--- src/rtl/csr_access_arbiter_pkg.sv ---
// csr_arb_pkg: shared types and constants for the CSR access arbiter
package csr_arb_pkg;
  typedef enum logic [1:0] {IDLE, ISSUE, WAIT, RESP} state_e;
  localparam int CSR_AW = 16;
  localparam int CSR_DW = 32;
  localparam logic [CSR_DW-1:0] ERR_DATA_DEF = 32'hDEAD_BEEF;
  function automatic int cnt_w(input int n);
    return $clog2(n);
  endfunction
endpackage

--- src/rtl/csr_access_arbiter_if.sv ---
// csr_access_arbiter_if: requester-side and CSR-side bus of the arbiter
interface csr_access_arbiter_if #(parameter int NUM_REQ = 2);
  import csr_arb_pkg::*;
  logic [NUM_REQ-1:0] req_read;
  logic [NUM_REQ-1:0] req_write;
  logic [NUM_REQ*CSR_AW-1:0] req_addr;
  logic [NUM_REQ*CSR_DW-1:0] req_wdata;
  logic [NUM_REQ-1:0] req_ready;
  logic [NUM_REQ-1:0] rsp_valid;
  logic [CSR_DW-1:0] rsp_rdata;
  logic rsp_err;
  logic [CSR_AW-1:0] csr_addr;
  logic csr_wr_en;
  logic csr_rd_en;
  logic [CSR_DW-1:0] csr_wdata;
  logic [CSR_DW-1:0] csr_rdata;
  logic csr_rd_dvalid;
  logic busy;
  logic stray_dvalid;
  modport slave (
    input req_read, req_write, req_addr, req_wdata, csr_rdata, csr_rd_dvalid,
    output req_ready, rsp_valid, rsp_rdata, rsp_err, csr_addr, csr_wr_en, csr_rd_en, csr_wdata, busy, stray_dvalid
  );
  modport master (
    output req_read, req_write, req_addr, req_wdata, csr_rdata, csr_rd_dvalid,
    input req_ready, rsp_valid, rsp_rdata, rsp_err, csr_addr, csr_wr_en, csr_rd_en, csr_wdata, busy, stray_dvalid
  );
endinterface

--- src/rtl/rr_arbiter.sv ---
// rr_arbiter: combinational round-robin pick starting just above the last grant
module rr_arbiter #(
  parameter int NUM_REQ = 2
) (
  input  logic [NUM_REQ-1:0]         i_req,
  input  logic [$clog2(NUM_REQ)-1:0] i_last,
  output logic [NUM_REQ-1:0]         o_gnt,
  output logic [$clog2(NUM_REQ)-1:0] o_idx,
  output logic                       o_any
);
  localparam int IW = $clog2(NUM_REQ);
  // scan from farthest to nearest so the nearest active index above i_last wins
  always_comb begin
    o_idx = '0;
    for (int i = NUM_REQ; i >= 1; i--)
      if (i_req[(int'(i_last) + i) % NUM_REQ]) o_idx = IW'((int'(i_last) + i) % NUM_REQ);
    o_any = |i_req;
    o_gnt = o_any ? NUM_REQ'(1) << o_idx : '0;
  end
endmodule

--- src/rtl/csr_access_arbiter.sv ---
// csr_access_arbiter: round-robin sharing of one CSR port with read timeout
module csr_access_arbiter
  import csr_arb_pkg::*;
#(
  parameter int NUM_REQ = 2,
  parameter int TIMEOUT_CYCLES = 64,
  parameter logic [CSR_DW-1:0] ERR_DATA = ERR_DATA_DEF
) (
  input logic clk,
  input logic rst,
  csr_access_arbiter_if.slave bus
);
  localparam int IW = $clog2(NUM_REQ);
  localparam int CW = cnt_w(TIMEOUT_CYCLES);
  localparam logic [CW-1:0] LAST = CW'(TIMEOUT_CYCLES - 1);
  state_e r_state, w_next;
  logic [IW-1:0] r_last, r_gnt, w_idx;
  logic [NUM_REQ-1:0] w_gnt, w_act;
  logic w_any;
  logic [CSR_AW-1:0] r_addr;
  logic [CSR_DW-1:0] r_wdata, r_rdata;
  logic r_wr, r_err, r_stray;
  logic [CW-1:0] r_cnt;
  assign w_act = bus.req_read | bus.req_write;
  rr_arbiter #(.NUM_REQ(NUM_REQ)) u_rr (
    .i_req (w_act),
    .i_last(r_last),
    .o_gnt (w_gnt),
    .o_idx (w_idx),
    .o_any (w_any)
  );
  // state register
  always_ff @(posedge clk or posedge rst)
    if (rst) r_state <= IDLE;
    else r_state <= w_next;
  // latched transaction, wait counter, response data and stray flag
  always_ff @(posedge clk or posedge rst) begin
    if (rst) begin
      r_last  <= IW'(NUM_REQ - 1);
      r_gnt   <= '0;
      r_addr  <= '0;
      r_wdata <= '0;
      r_wr    <= 1'b0;
      r_rdata <= '0;
      r_err   <= 1'b0;
      r_cnt   <= '0;
      r_stray <= 1'b0;
    end else begin
      r_stray <= r_stray | (bus.csr_rd_dvalid && r_state != WAIT);
      r_cnt   <= r_state == ISSUE ? '0 : r_state == WAIT ? r_cnt + 1'b1 : r_cnt;
      if (r_state == IDLE && w_any) begin
        r_gnt   <= w_idx;
        r_last  <= w_idx;
        r_addr  <= bus.req_addr[w_idx*CSR_AW +: CSR_AW];
        r_wdata <= bus.req_wdata[w_idx*CSR_DW +: CSR_DW];
        r_wr    <= bus.req_write[w_idx];
        r_rdata <= '0;
        r_err   <= 1'b0;
      end
      if (r_state == WAIT && bus.csr_rd_dvalid) begin
        r_rdata <= bus.csr_rdata;
        r_err   <= 1'b0;
      end else if (r_state == WAIT && r_cnt == LAST) begin
        r_rdata <= ERR_DATA;
        r_err   <= 1'b1;
      end
    end
  end
  // next state and state-decoded outputs; accept is masked while reset is held
  always_comb begin
    w_next = r_state == IDLE  ? (w_any ? ISSUE : IDLE) :
             r_state == ISSUE ? (r_wr ? RESP : WAIT) :
             r_state == WAIT  ? ((bus.csr_rd_dvalid || r_cnt == LAST) ? RESP : WAIT) : IDLE;
    bus.req_ready = (r_state == IDLE && !rst) ? w_gnt : '0;
    bus.rsp_valid = r_state == RESP ? NUM_REQ'(1) << r_gnt : '0;
    bus.rsp_rdata = r_state == RESP ? r_rdata : '0;
    bus.rsp_err   = r_state == RESP && r_err;
    bus.csr_wr_en = r_state == ISSUE && r_wr;
    bus.csr_rd_en = r_state == ISSUE && !r_wr;
    bus.busy      = r_state != IDLE;
  end
  assign bus.csr_addr     = r_addr;
  assign bus.csr_wdata    = r_wdata;
  assign bus.stray_dvalid = r_stray;
endmodule

--- src/flat_wrapper.sv ---
// flat-port wrapper written by rule: the top's interface ports become plain ports
module csr_access_arbiter_flat import csr_arb_pkg::*;
#(
  parameter int NUM_REQ = 2,
  parameter int TIMEOUT_CYCLES = 64,
  parameter logic [CSR_DW-1:0] ERR_DATA = ERR_DATA_DEF
)
  (clk, rst, bus_req_read, bus_req_write, bus_req_addr, bus_req_wdata, bus_csr_rdata, bus_csr_rd_dvalid, bus_req_ready, bus_rsp_valid, bus_rsp_rdata, bus_rsp_err, bus_csr_addr, bus_csr_wr_en, bus_csr_rd_en, bus_csr_wdata, bus_busy, bus_stray_dvalid);
  csr_access_arbiter_if #(.NUM_REQ(NUM_REQ)) bus_i ();
  input logic clk;
  input logic rst;
  input wire logic [$bits(bus_i.req_read)-1:0] bus_req_read;
  input wire logic [$bits(bus_i.req_write)-1:0] bus_req_write;
  input wire logic [$bits(bus_i.req_addr)-1:0] bus_req_addr;
  input wire logic [$bits(bus_i.req_wdata)-1:0] bus_req_wdata;
  input wire logic [$bits(bus_i.csr_rdata)-1:0] bus_csr_rdata;
  input wire logic [$bits(bus_i.csr_rd_dvalid)-1:0] bus_csr_rd_dvalid;
  output wire logic [$bits(bus_i.req_ready)-1:0] bus_req_ready;
  output wire logic [$bits(bus_i.rsp_valid)-1:0] bus_rsp_valid;
  output wire logic [$bits(bus_i.rsp_rdata)-1:0] bus_rsp_rdata;
  output wire logic [$bits(bus_i.rsp_err)-1:0] bus_rsp_err;
  output wire logic [$bits(bus_i.csr_addr)-1:0] bus_csr_addr;
  output wire logic [$bits(bus_i.csr_wr_en)-1:0] bus_csr_wr_en;
  output wire logic [$bits(bus_i.csr_rd_en)-1:0] bus_csr_rd_en;
  output wire logic [$bits(bus_i.csr_wdata)-1:0] bus_csr_wdata;
  output wire logic [$bits(bus_i.busy)-1:0] bus_busy;
  output wire logic [$bits(bus_i.stray_dvalid)-1:0] bus_stray_dvalid;
  assign bus_i.req_read = bus_req_read;
  assign bus_i.req_write = bus_req_write;
  assign bus_i.req_addr = bus_req_addr;
  assign bus_i.req_wdata = bus_req_wdata;
  assign bus_i.csr_rdata = bus_csr_rdata;
  assign bus_i.csr_rd_dvalid = bus_csr_rd_dvalid;
  assign bus_req_ready = bus_i.req_ready;
  assign bus_rsp_valid = bus_i.rsp_valid;
  assign bus_rsp_rdata = bus_i.rsp_rdata;
  assign bus_rsp_err = bus_i.rsp_err;
  assign bus_csr_addr = bus_i.csr_addr;
  assign bus_csr_wr_en = bus_i.csr_wr_en;
  assign bus_csr_rd_en = bus_i.csr_rd_en;
  assign bus_csr_wdata = bus_i.csr_wdata;
  assign bus_busy = bus_i.busy;
  assign bus_stray_dvalid = bus_i.stray_dvalid;
  csr_access_arbiter #(.NUM_REQ(NUM_REQ), .TIMEOUT_CYCLES(TIMEOUT_CYCLES), .ERR_DATA(ERR_DATA)) u_core (.clk(clk), .rst(rst), .bus(bus_i));
endmodule
--- config.mk ---
export PLATFORM = sky130hd
export DESIGN_NAME = csr_access_arbiter_flat
export DESIGN_NICKNAME = d
export VERILOG_FILES = /design/src/rtl/csr_access_arbiter_pkg.sv /design/src/rtl/csr_access_arbiter_if.sv /design/src/rtl/rr_arbiter.sv /design/src/rtl/csr_access_arbiter.sv /design/src/flat_wrapper.sv
export SDC_FILE = /design/constraint.sdc
export NUM_CORES = 1
export LEC_CHECK = 0
export ABC_AREA = 0
export CAP_MARGIN = 20
export CORE_AREA = 2 2 97 99
export DETAILED_ROUTE_END_ITERATION = 8
export DIE_AREA = 0 0 99 101
export DONT_BUFFER_PORTS = 1
export HOLD_SLACK_MARGIN = 0.05
export PLACE_DENSITY = 0.66
export SLEW_MARGIN = 20
export SYNTH_ARGS = -nofsm -noshare
export SYNTH_HDL_FRONTEND = slang
export SYNTH_HIERARCHICAL = 1
export SYNTH_SLANG_ARGS = --single-unit
--- constraint.sdc ---
create_clock -name clk -period 4.9 [get_ports clk]
set_input_delay 0.245 -clock clk [delete_from_list [all_inputs] [get_ports clk]]
set_output_delay 0.245 -clock clk [all_outputs]
set_load 0.01 [all_outputs]
## Word level (Yosys, flattened, before mapping)

Index checks and enable logic that the tools add are counted.

| storage, ports and cells | value |
|---|---|
| register bits after elaboration | 93 |
| bits of input ports | 135 |
| output and inout bits | 89 |

| operators by class | value |
|---|---|
| $add $sub $neg | 3 |
| $lt $le $gt $ge | 3 |
| equal/unequal tests | 5 |
| shift-type cells | 4 |
| multiplexer cells | 28 |
| bitwise logic cells | 4 |
| reductions and logical operators | 16 |

Operators with widths:

| operator | number |
|---|---|
| $mux W32 | 4 |
| $shiftx A64 B7 Y32 | 1 |
| $shiftx A32 B6 Y16 | 1 |
| $mux W1 | 16 |
| $mux W2 | 6 |
| $mux W6 | 2 |
| $logic_and A1 B1 Y1 | 8 |
| $add A6 B1 Y6 const B | 1 |
| $eq A6 B6 Y1 const B | 1 |
| $lt A2 B3 Y1 const B | 2 |
| $eq A2 B2 Y1 const B | 2 |
| $reduce_bool A2 Y1 | 2 |
| $shl A1 B1 Y2 const A | 2 |
| $reduce_bool A3 Y1 | 1 |
| $add A1 B1 Y1 const B | 2 |
| $and A1 B1 Y1 const A | 2 |
| $eq A2 B1 Y1 const B | 1 |
| $logic_not A1 Y1 | 2 |
| $logic_not A2 Y1 | 1 |
| $lt A1 B2 Y1 const B | 1 |
| $ne A2 B2 Y1 const B | 1 |
| $or A2 B2 Y2 | 1 |
| $reduce_or A2 Y1 | 1 |
| $logic_or A1 B1 Y1 | 1 |
| $or A1 B1 Y1 | 1 |

## Logic depth before layout (Yosys ltp)

Gate-level depths: netlist (run 1).

| depth | value |
|---|---|
| word-level depth | 10 |
| depth in mapped cells | 8 |

## Modules after synthesis

Netlist (run 1), hierarchy kept.

Modules (own cells, without submodules):

| module | instances | cells an instance | area each (µm²) |
|---|---|---|---|
| csr_access_arbiter | 1 | 453 | 4,486.8 |
| rr_arbiter | 1 | 5 | 32.5 |

## Worst setup path before layout (run 1)

OpenSTA, ideal clock, no wires.

| timing | value |
|---|---|
| path type | input to output |
| start point | in rst |
| end point | out bus_req_ready[0] |
| arrival | 2,641 ps |
| required time | 4,655 ps |
| path slack | 2,014 ps |
| stages on the path | 2 |
| path through | inv_1 > and3_1 |

| between the ends | value |
|---|---|
| word-level cells in the longest chain between the ends | 3 |

Ends and longest elaborated chain:

| what | line | source |
|---|---|---|
| start, declared | flat_wrapper.sv:11 | `input logic rst;` |
| $logic_not A1 Y1 (no source line) | -- |  |
| $logic_and A1 B1 Y1 | csr_access_arbiter.sv:74 | `bus.req_ready = (r_state == IDLE && !rst) ? w_gnt : '0;` |
| $mux W2 | csr_access_arbiter.sv:74 |  |
| end, declared | flat_wrapper.sv:18 | `output wire logic [$bits(bus_i.req_ready)-1:0] bus_req_ready;` |

Every way passes these cells.

## Worst setup path in the final report (run 1)

| timing | value |
|---|---|
| start point | reg u_core.r_state[0] |
| end point | reg u_core.r_rdata[4] |

| between the ends | value |
|---|---|
| word-level cells in the longest chain between the ends | 4 |
| elaborated cells between the ends (all ways) | 8 |
| those cells by class | 1 x eq/ne; 2 x mux; 5 x reduce/logical |

Ends and longest elaborated chain:

| what | line | source |
|---|---|---|
| start, declared | csr_access_arbiter.sv:16 | `state_e r_state, w_next;` |
| start signal, assigned | csr_access_arbiter.sv:35 | `else r_state <= w_next;` |
| $eq A2 B2 Y1 | csr_access_arbiter.sv:60, csr_access_arbiter.sv:63 |  |
| $logic_and A1 B1 Y1 | csr_access_arbiter.sv:63 | `end else if (r_state == WAIT && r_cnt == LAST) begin` |
| $mux W32 | csr_access_arbiter.sv:63 |  |
| $mux W32 | csr_access_arbiter.sv:60 | `if (r_state == WAIT && bus.csr_rd_dvalid) begin` |
| end signal, assigned | csr_access_arbiter.sv:61 | `r_rdata <= bus.csr_rdata;` |
| end, declared | csr_access_arbiter.sv:21 | `logic [CSR_DW-1:0] r_wdata, r_rdata;` |

Parallel ways exist; a longest one is shown, timed or not.
A chain may end at the register's enable or synchronous reset.

==> qor.csv, run 1 <==
metric,value,unit
grt_antenna_before_repair,0,
switching_power,1.293,mW
hold_ws,0.06362,ns
rr_endpoint,u_core/r_rdata[4]$_DFFE_PP0P_,
fmax,0.4720,GHz
antenna_cells,0,
fin_crit,2.119,ns
num-nets-final,589,
min_path_type,input pin to flip-flop,
yosysMostFrequentCell,dfrtp_1,
die_w,99,um
firstDrtPassIters,4,
antenna_left,0,
async_reset_ff_share,100.0,%
report.final.slew_viol_count,0,
dieHeight,101,um
grt_pass1_vias,3069,
totalWireLength,9850,um
rrSetupSlack,2.78,ns
yosysSeqAreaShare,51.52,%
cts_root_buffer,clkbuf_8,
synth_edf_count,0,
intPower,1.757,mW
ir_worst_vdd,258.5,uV
synth_top_area_share,50.94,%
start_util,50.34,%
synthDistinctLibCells,37,
wl_per_cell,17.46,um
track_usage,19.03,%
synth_ff_type,dfrtp_1,
vias,3245,
reg2regPathDepth,5,
hold_start,bus_csr_rdata[27],
rsz0062_at_grt,no,
die_area,9999,um^2
grt_first_pass_wirelength,15340,um
grt_max_degree,139,
swShare,42.40,%
r2r_start,u_core/r_state[0]$_DFF_PP0_,
n_fill_cell,817,
yosys_warnings,6,
combPwrFrac,36.6,%
initialDrtViolationCount,122,
rows,35,
powerDensity,632.5,nW/um^2
cp-endpoint,u_core/r_rdata[4]$_DFFE_PP0P_,
outcome,completed,
synth_nets,598,
clockBufferDepth,2,
clkSinkCount,93,
overflow,0,
cts_buffers,9,
worst_setup_path_start_kind,flip-flop,
synth_area,4519,um^2
timing.critical_path.fanout_max,22,
remaining_drc_errors,0,
post-dp-hpwl,6953,um
critPathArrivalTime,2.35,ns
synth_seq_cells,93,
ios,224,
clock_skew,0.01040,ns
seqPwrFrac,48.8,%
worst_slew_pin_slew,0.8575,ns
core_region_area,8977,um^2
hold_viol,0,
h-tree-depth,3,
max_cap_violations,0,
viasPerCell,5.754,
startpoint,u_core/r_state[0]$_DFF_PP0_,
finalCritPeriodShare,43.24,%
netlist_top_cells_count,"dfrtp_1 (92), nand2_1 (60), o21ai_0 (52)",
leakage,2.233,nW
postSynthCellCount,458,
synthTopCellsByArea,"dfrtp_1 (51%), mux2i_1 (11%), o21ai_0 (5.8%)",
insertion_delay,0.35,ns
setup_tns,0,ns
critPathRequiredTime,5.13,ns
routabilityCongestion,0.7947,
postSynthAreaPerCell,9.868,um^2
multiInputGateArea,2026,um^2
areaGrowthSynthToFinish,6.700,%
clkPwrFrac,14.6,%
cts_resized,0,
finalSetupViolations,0,
clk_pin_slew_worst_paths,0.09,ns
drive_gt1_share,5.740,%
cts_tree,built,
slew_headroom,42.84,%
synth_area_leader_cell,dfrtp_1,
crit_path_end_kind,flip-flop,
numPortBuffers,0,
register_area,2328,um^2
critPathKind,flip-flop to flip-flop,
[cell families after synthesis]
logic type | Yosys count | share of synthesized area, %
compound gates | 130 | 16.47
xor+xnor | 1 | 0.1938
fa+ha+maj | 5 | 1.384
buf+inv | 41 | 4.264
flops | 93 | 51.52
mux | 51 | 11.32
simple gates | 137 | 14.84
[registers in the layout (all words and copies together) (netlist names)]
| signal | flops |
|---|---|
| u_core/bus.csr_wdata | 32 |
| u_core/r_rdata | 32 |
| u_core/bus.csr_addr | 16 |
| u_core/r_cnt | 6 |
| u_core/r_state | 2 |
| u_core/bus.stray_dvalid | 1 |
| u_core/r_err | 1 |
| u_core/r_gnt | 1 |
| u_core/r_last | 1 |
| u_core/r_wr | 1 |
[power groups by stage]
stage	clock network (mW)	logic [mW]	registers [mW]
2_1_floorplan	0	0.973	1.41
3_3_place_gp	0	1.07	1.50
3_5_place_dp	0	1.13	1.50
4_1_cts	0.464	1.13	1.49
5_1_grt	0.493	1.28	1.54
6_report	0.445	1.12	1.49
[metal layers]
layer  up-vias  track usage (%)  wire length [um]
met2       161            30.20              4827
met3        12            4.092               847
met1      1508            26.04              4051
met4         0            6.744               124
li1       1564                -                 -
met5         -                0                 0
[critical path, stage by stage (launching register included)]
cell and delay [ns]:
dfrtp_1 0.40, inv_1 0.08, ha_1 0.28, and2_1 0.70
nor2_2 0.21, a32o_1 0.32
[worst min path at each step]
| stage | to | slack (ns) | cells past startpoint |
|---|---|---|---|
| 2_1_floorplan | u_core/r_rdata[14]$_DFFE_PP0P_ | 0.38 | 1 |
| 5_1_grt | u_core/r_rdata[3]$_DFFE_PP0P_ | 0.06 | 2 |
| 4_1_cts | u_core/r_rdata[27]$_DFFE_PP0P_ | 0.05 | 2 |
| 6_report | u_core/r_rdata[27]$_DFFE_PP0P_ | 0.06 | 2 |
| 3_3_place_gp | u_core/bus.csr_wdata[28]$_DFFE_PP0P_ | 0.17 | 1 |
| 3_5_place_dp | u_core/bus.csr_wdata[28]$_DFFE_PP0P_ | 0.17 | 1 |
[through the flow]
stage	cells	setup WS, ns	cell area (um^2)	power, mW	utilization, %
finish	564	2.781	4822	3.050	53.71
global route	564	2.584	4822	3.309	53.71
CTS	563	2.484	4803	3.088	53.51
detailed placement	537	2.490	4528	2.632	50.44
global placement	537	2.609	4528	2.566	50.44
floorplan	458	2.014	4519	2.385	-
[placed cells by master (no fill, tap or decap), types with 2 or more instances in the layout]
| cell | count |
|---|---|
| dfrtp_1 | 92 |
| nand2_1 | 59 |
| o21ai_0 | 52 |
| mux2i_1 | 50 |
| a21oi_1 | 49 |
| and2_1 | 37 |
| nor2_1 | 23 |
| dlygate4sd3_1 | 12 |
| a211oi_1 | 11 |
| clkbuf_8 | 9 |
| a32o_1 | 8 |
| inv_1 | 6 |
| ha_1 | 5 |
| nor2b_1 | 4 |
| clkinvlp_4 | 2 |
| nand2b_1 | 2 |
| and3_1 | 2 |
| or2_2 | 2 |
| a22oi_1 | 2 |
| a21boi_0 | 2 |
| buf_4 | 2 |
[cell type report]
cell class | count | share of cell area [%]
clock inverters | 5 | 0.7784
repair buffers | 14 | 2.802
multi-input cells | 324 | 42.01
flip-flops and latches | 93 | 48.29
inverters | 7 | 0.5968
well taps | 111 | 2.880
clock buffers | 10 | 2.647
[timing repair]
| action | CTS | global route |
|---|---|---|
| setup buffers | 0 | 0 |
| endpoints found under the hold margin | 46 | 1 |
| hold buffers | 11 | 1 |
Note: power is estimated with default switching activity, not from simulation.
==> run 2: changes to the inputs <==
--- a/config.mk
+++ b/config.mk
@@ -5,14 +5,14 @@
 export SDC_FILE = /design/constraint.sdc
 export NUM_CORES = 1
 export LEC_CHECK = 0
-export ABC_AREA = 0
+export ABC_AREA = 1
 export CAP_MARGIN = 20
-export CORE_AREA = 2 2 97 99
+export CORE_AREA = 2 2 100 102
 export DETAILED_ROUTE_END_ITERATION = 8
-export DIE_AREA = 0 0 99 101
+export DIE_AREA = 0 0 102 104
 export DONT_BUFFER_PORTS = 1
 export HOLD_SLACK_MARGIN = 0.05
-export PLACE_DENSITY = 0.66
+export PLACE_DENSITY = 0.68
 export SLEW_MARGIN = 20
 export SYNTH_ARGS = -nofsm -noshare
 export SYNTH_HDL_FRONTEND = slang
==> constraint.sdc (replaced) <==
create_clock -name clk -period 1.94 [get_ports clk]
set_input_delay 0.097 -clock clk [delete_from_list [all_inputs] [get_ports clk]]
set_output_delay 0.097 -clock clk [all_outputs]
set_load 0.01 [all_outputs]
==> run 2 against run 1 <==
Effect of this change:
- global-route usage up 7.7 points
- combinational power rose to 3.3 times the previous value
- cell area up 33%
- via count up 37%
- utilization up 13 points
- non-clock buffer count up 127
- routed wire length up 43%
- synthesized area up 6.6%
- clock-buffer cell count up 2
- fmax up 17%
==> qor.csv, run 2 <==
metric,value,unit
switching_power,4.004,mW
postLayoutCoreUtil,66.94,%
h-tree-depth,3,
synthDistinctLibCells,24,
antenna_left,0,
critPathKind,flip-flop to flip-flop,
grt_antenna_before_repair,1,
cpLargestDelayFamily,flip-flops,
synth_top_area_share,47.80,%
met3_length,1261,um
leakage,3.295,nW
synth_edf_count,0,
setup_tns,0,ns
drive_gt1_share,13.56,%
top_layer,met4,
clkSinkCount,93,
combPwrFrac,40.9,%
fmax,0.5535,GHz
dieHeight,104,um
critPathArrivalTime,2.08,ns
synth_seq_cells,93,
core_region_area,9549,um^2
firstDrtPassIters,5,
swShare,44.77,%
worst_slew_pin_slew,0.8498,ns
cts_tree,built,
wl_per_cell,17.05,um
yosysMostFrequentCell,nand2_1,
max_cap_violations,0,
rows,36,
cts_buffers,9,
viasPerCell,5.394,
crit_path_end_kind,flip-flop,
cts_root_buffer,clkbuf_8,
min_path_type,input pin to asynchronous set/reset pin,
postSynthCellCount,573,
clock_skew,0.009209,ns
die_area,10610,um^2
postSynthAreaPerCell,8.405,um^2
worst_setup_path_start_kind,flip-flop,
synth_area,4816,um^2
vias,4461,
initialDrtViolationCount,265,
clockBufferDepth,2,
ir_worst_vdd,764.0,uV
track_usage,26.71,%
synth_ff_type,dfrtp_1,
fin_crit,1.807,ns
powerDensity,1399,nW/um^2
synthTopCellsByArea,"dfrtp_1 (48%), nand2_1 (11%), a21oi_1 (11%)",
clkPwrFrac,15.1,%
ios,224,
grt_max_degree,51,
routabilityCongestion,0.7720,
synth_nets,713,
synth_area_leader_cell,dfrtp_1,
outcome,completed,
grt_first_pass_wirelength,22540,um
finalSetupViolations,0,
finalWorstSetupSlack,0.1332,ns
intPower,4.940,mW
totalWireLength,14100,um
report.final.slew_viol_count,0,
wl_met2,6772,um
slew_headroom,43.34,%
wl_met1,5583,um
critPathRequiredTime,2.21,ns
finalCritPeriodShare,93.13,%
seqPwrFrac,44.0,%
netlist_top_cells_count,"nand2_1 (144), a21oi_1 (104), dfrtp_1 (92)",
layout_commonest_cell,nand2_1,
critPathSlowestCell,dfstp_2,
start_util,50.43,%
yosys_warnings,6,
yosysSeqAreaShare,48.35,%
path_common_cell,a21oi_1,
die_w,102,um
cpPeakStageDelay,0.59,ns
num-nets-final,828,
areaGrowthSynthToFinish,32.74,%
async_reset_ff_share,100.0,%
grt_pass1_vias,4658,
timing.critical_path.fanout_max,49,
hold_viol,0,
insertion_delay,0.36,ns
cts_resized,0,
crit_chain,a21oi_4 > inv_2 > a21oi_1 > a21oi_1,
n_fill_cell,714,
clk_pin_slew_worst_paths,0.09,ns
critPathBufInv,1,
rsz0062_at_grt,no,
numPortBuffers,0,
remaining_drc_errors,0,
final_cell_mix,"nand2_1 (144), dlygate4sd3_1 (132), a21oi_1 (103)",
post-dp-hpwl,8075,um
overflow,0,
pre_cts_slack,0.1806,ns
[run 2: cell types whose count changed in the layout (fill, tap and decap cells not counted), moves of 8 or more]
cell,delta
dlygate4sd3_1,+120
nand2_1,+85
a21oi_1,+54
nand3_2,+51
mux2i_1,-50
o21ai_0,-50
inv_1,+43
and2_1,-37
nor2_1,+35
a211oi_1,-11
nand3_1,+10
a32o_1,-8
[run 2: layout make-up]
type	instances	area, um^2	area share (%)
antenna	1	2.502	0.03915
clock buffer	12	165.2	2.584
multi-input combinational	388	2061	32.24
clock inverter	4	45.04	0.7046
sequential	93	2328	36.43
inverter	55	210.2	3.288
timing repair buffer	141	1414	22.12
tap	133	166.4	2.603
[run 2: kinds of logic (layout without fill, tap and decap cells)]
group / after synthesis / in the layout / synth area share [%]
AO/OA/AOI/OAI: 107 / 107 / 11.17
adder cells (fa/ha/maj): 5 / 5 / 1.299
other: 0 / 1 / 0
buffers and inverters: 92 / 212 / 9.093
AND/OR/NAND/NOR: 276 / 276 / 30.09
flip-flops: 93 / 93 / 48.35
[run 2: final timing paths]
| path | to | cells after the start | start | slack [ns] |
|---|---|---|---|---|
| worst max-delay path | u_core/bus.csr_addr[6]$_DFFE_PP0P_ | 4 | u_core/r_last$_DFFE_PP1P_ | 0.13 |
| max in group asynchronous | u_core/bus.csr_wdata[3]$_DFFE_PP0P_ | 3 | rst | 1.17 |
| min in group clk | u_core/r_gnt$_DFFE_PP0P_ | 6 | bus_req_read[1] | 0.25 |
| worst min-delay path | u_core/bus.csr_addr[12]$_DFFE_PP0P_ | 2 | rst | 0.12 |
| worst min register to register | u_core/r_last$_DFFE_PP1P_ | 2 | u_core/r_last$_DFFE_PP1P_ | 0.51 |
| worst max register to register | u_core/bus.csr_addr[6]$_DFFE_PP0P_ | 4 | u_core/r_last$_DFFE_PP1P_ | 0.13 |
[run 2: per-layer routing]
metal	global-route usage, %	vias to the layer above
met3	7.124	44
met4	12.86	0
li1	-	2051
met2	44.50	257
met1	31.56	2109
met5	0	-
[run 2: power groups by stage]
stage	sequential (mW)	clock, mW	combinational (mW)
after floorplan	3.70	0	2.82
after global placement	3.91	0	3.21
after detailed placement	3.92	0	3.36
after CTS	3.90	1.40	3.57
after global routing	4.05	1.47	4.11
final	3.94	1.35	3.65
[run 2: worst reg2reg max path: stages (launching register included)]
cell	delay, ns
dfstp_2	0.59
a21oi_4	0.07
inv_2	0.59
a21oi_1	0.25
a21oi_1	0.24
[run 2: metrics by stage]
stage | instances | hold slack [ns] | area, um^2 | total power [mW]
after floorplan | 573 | 0.2137 | 4820 | 6.526
after global routing | 827 | 0.1067 | 6392 | 9.628
after CTS | 826 | 0.1040 | 6390 | 8.880
after global placement | 678 | -0.1341 | 4858 | 7.123
final | 827 | 0.1154 | 6392 | 8.944
after detailed placement | 678 | -0.1304 | 4858 | 7.276
[run 2: repair_timing]
item / 4_1_cts / 5_1_grt
hold buffers: 132 / 0
endpoints found under the setup margin: 0 / 0
buffers inserted: 0 / 0
endpoints found under the hold margin: 175 / 0
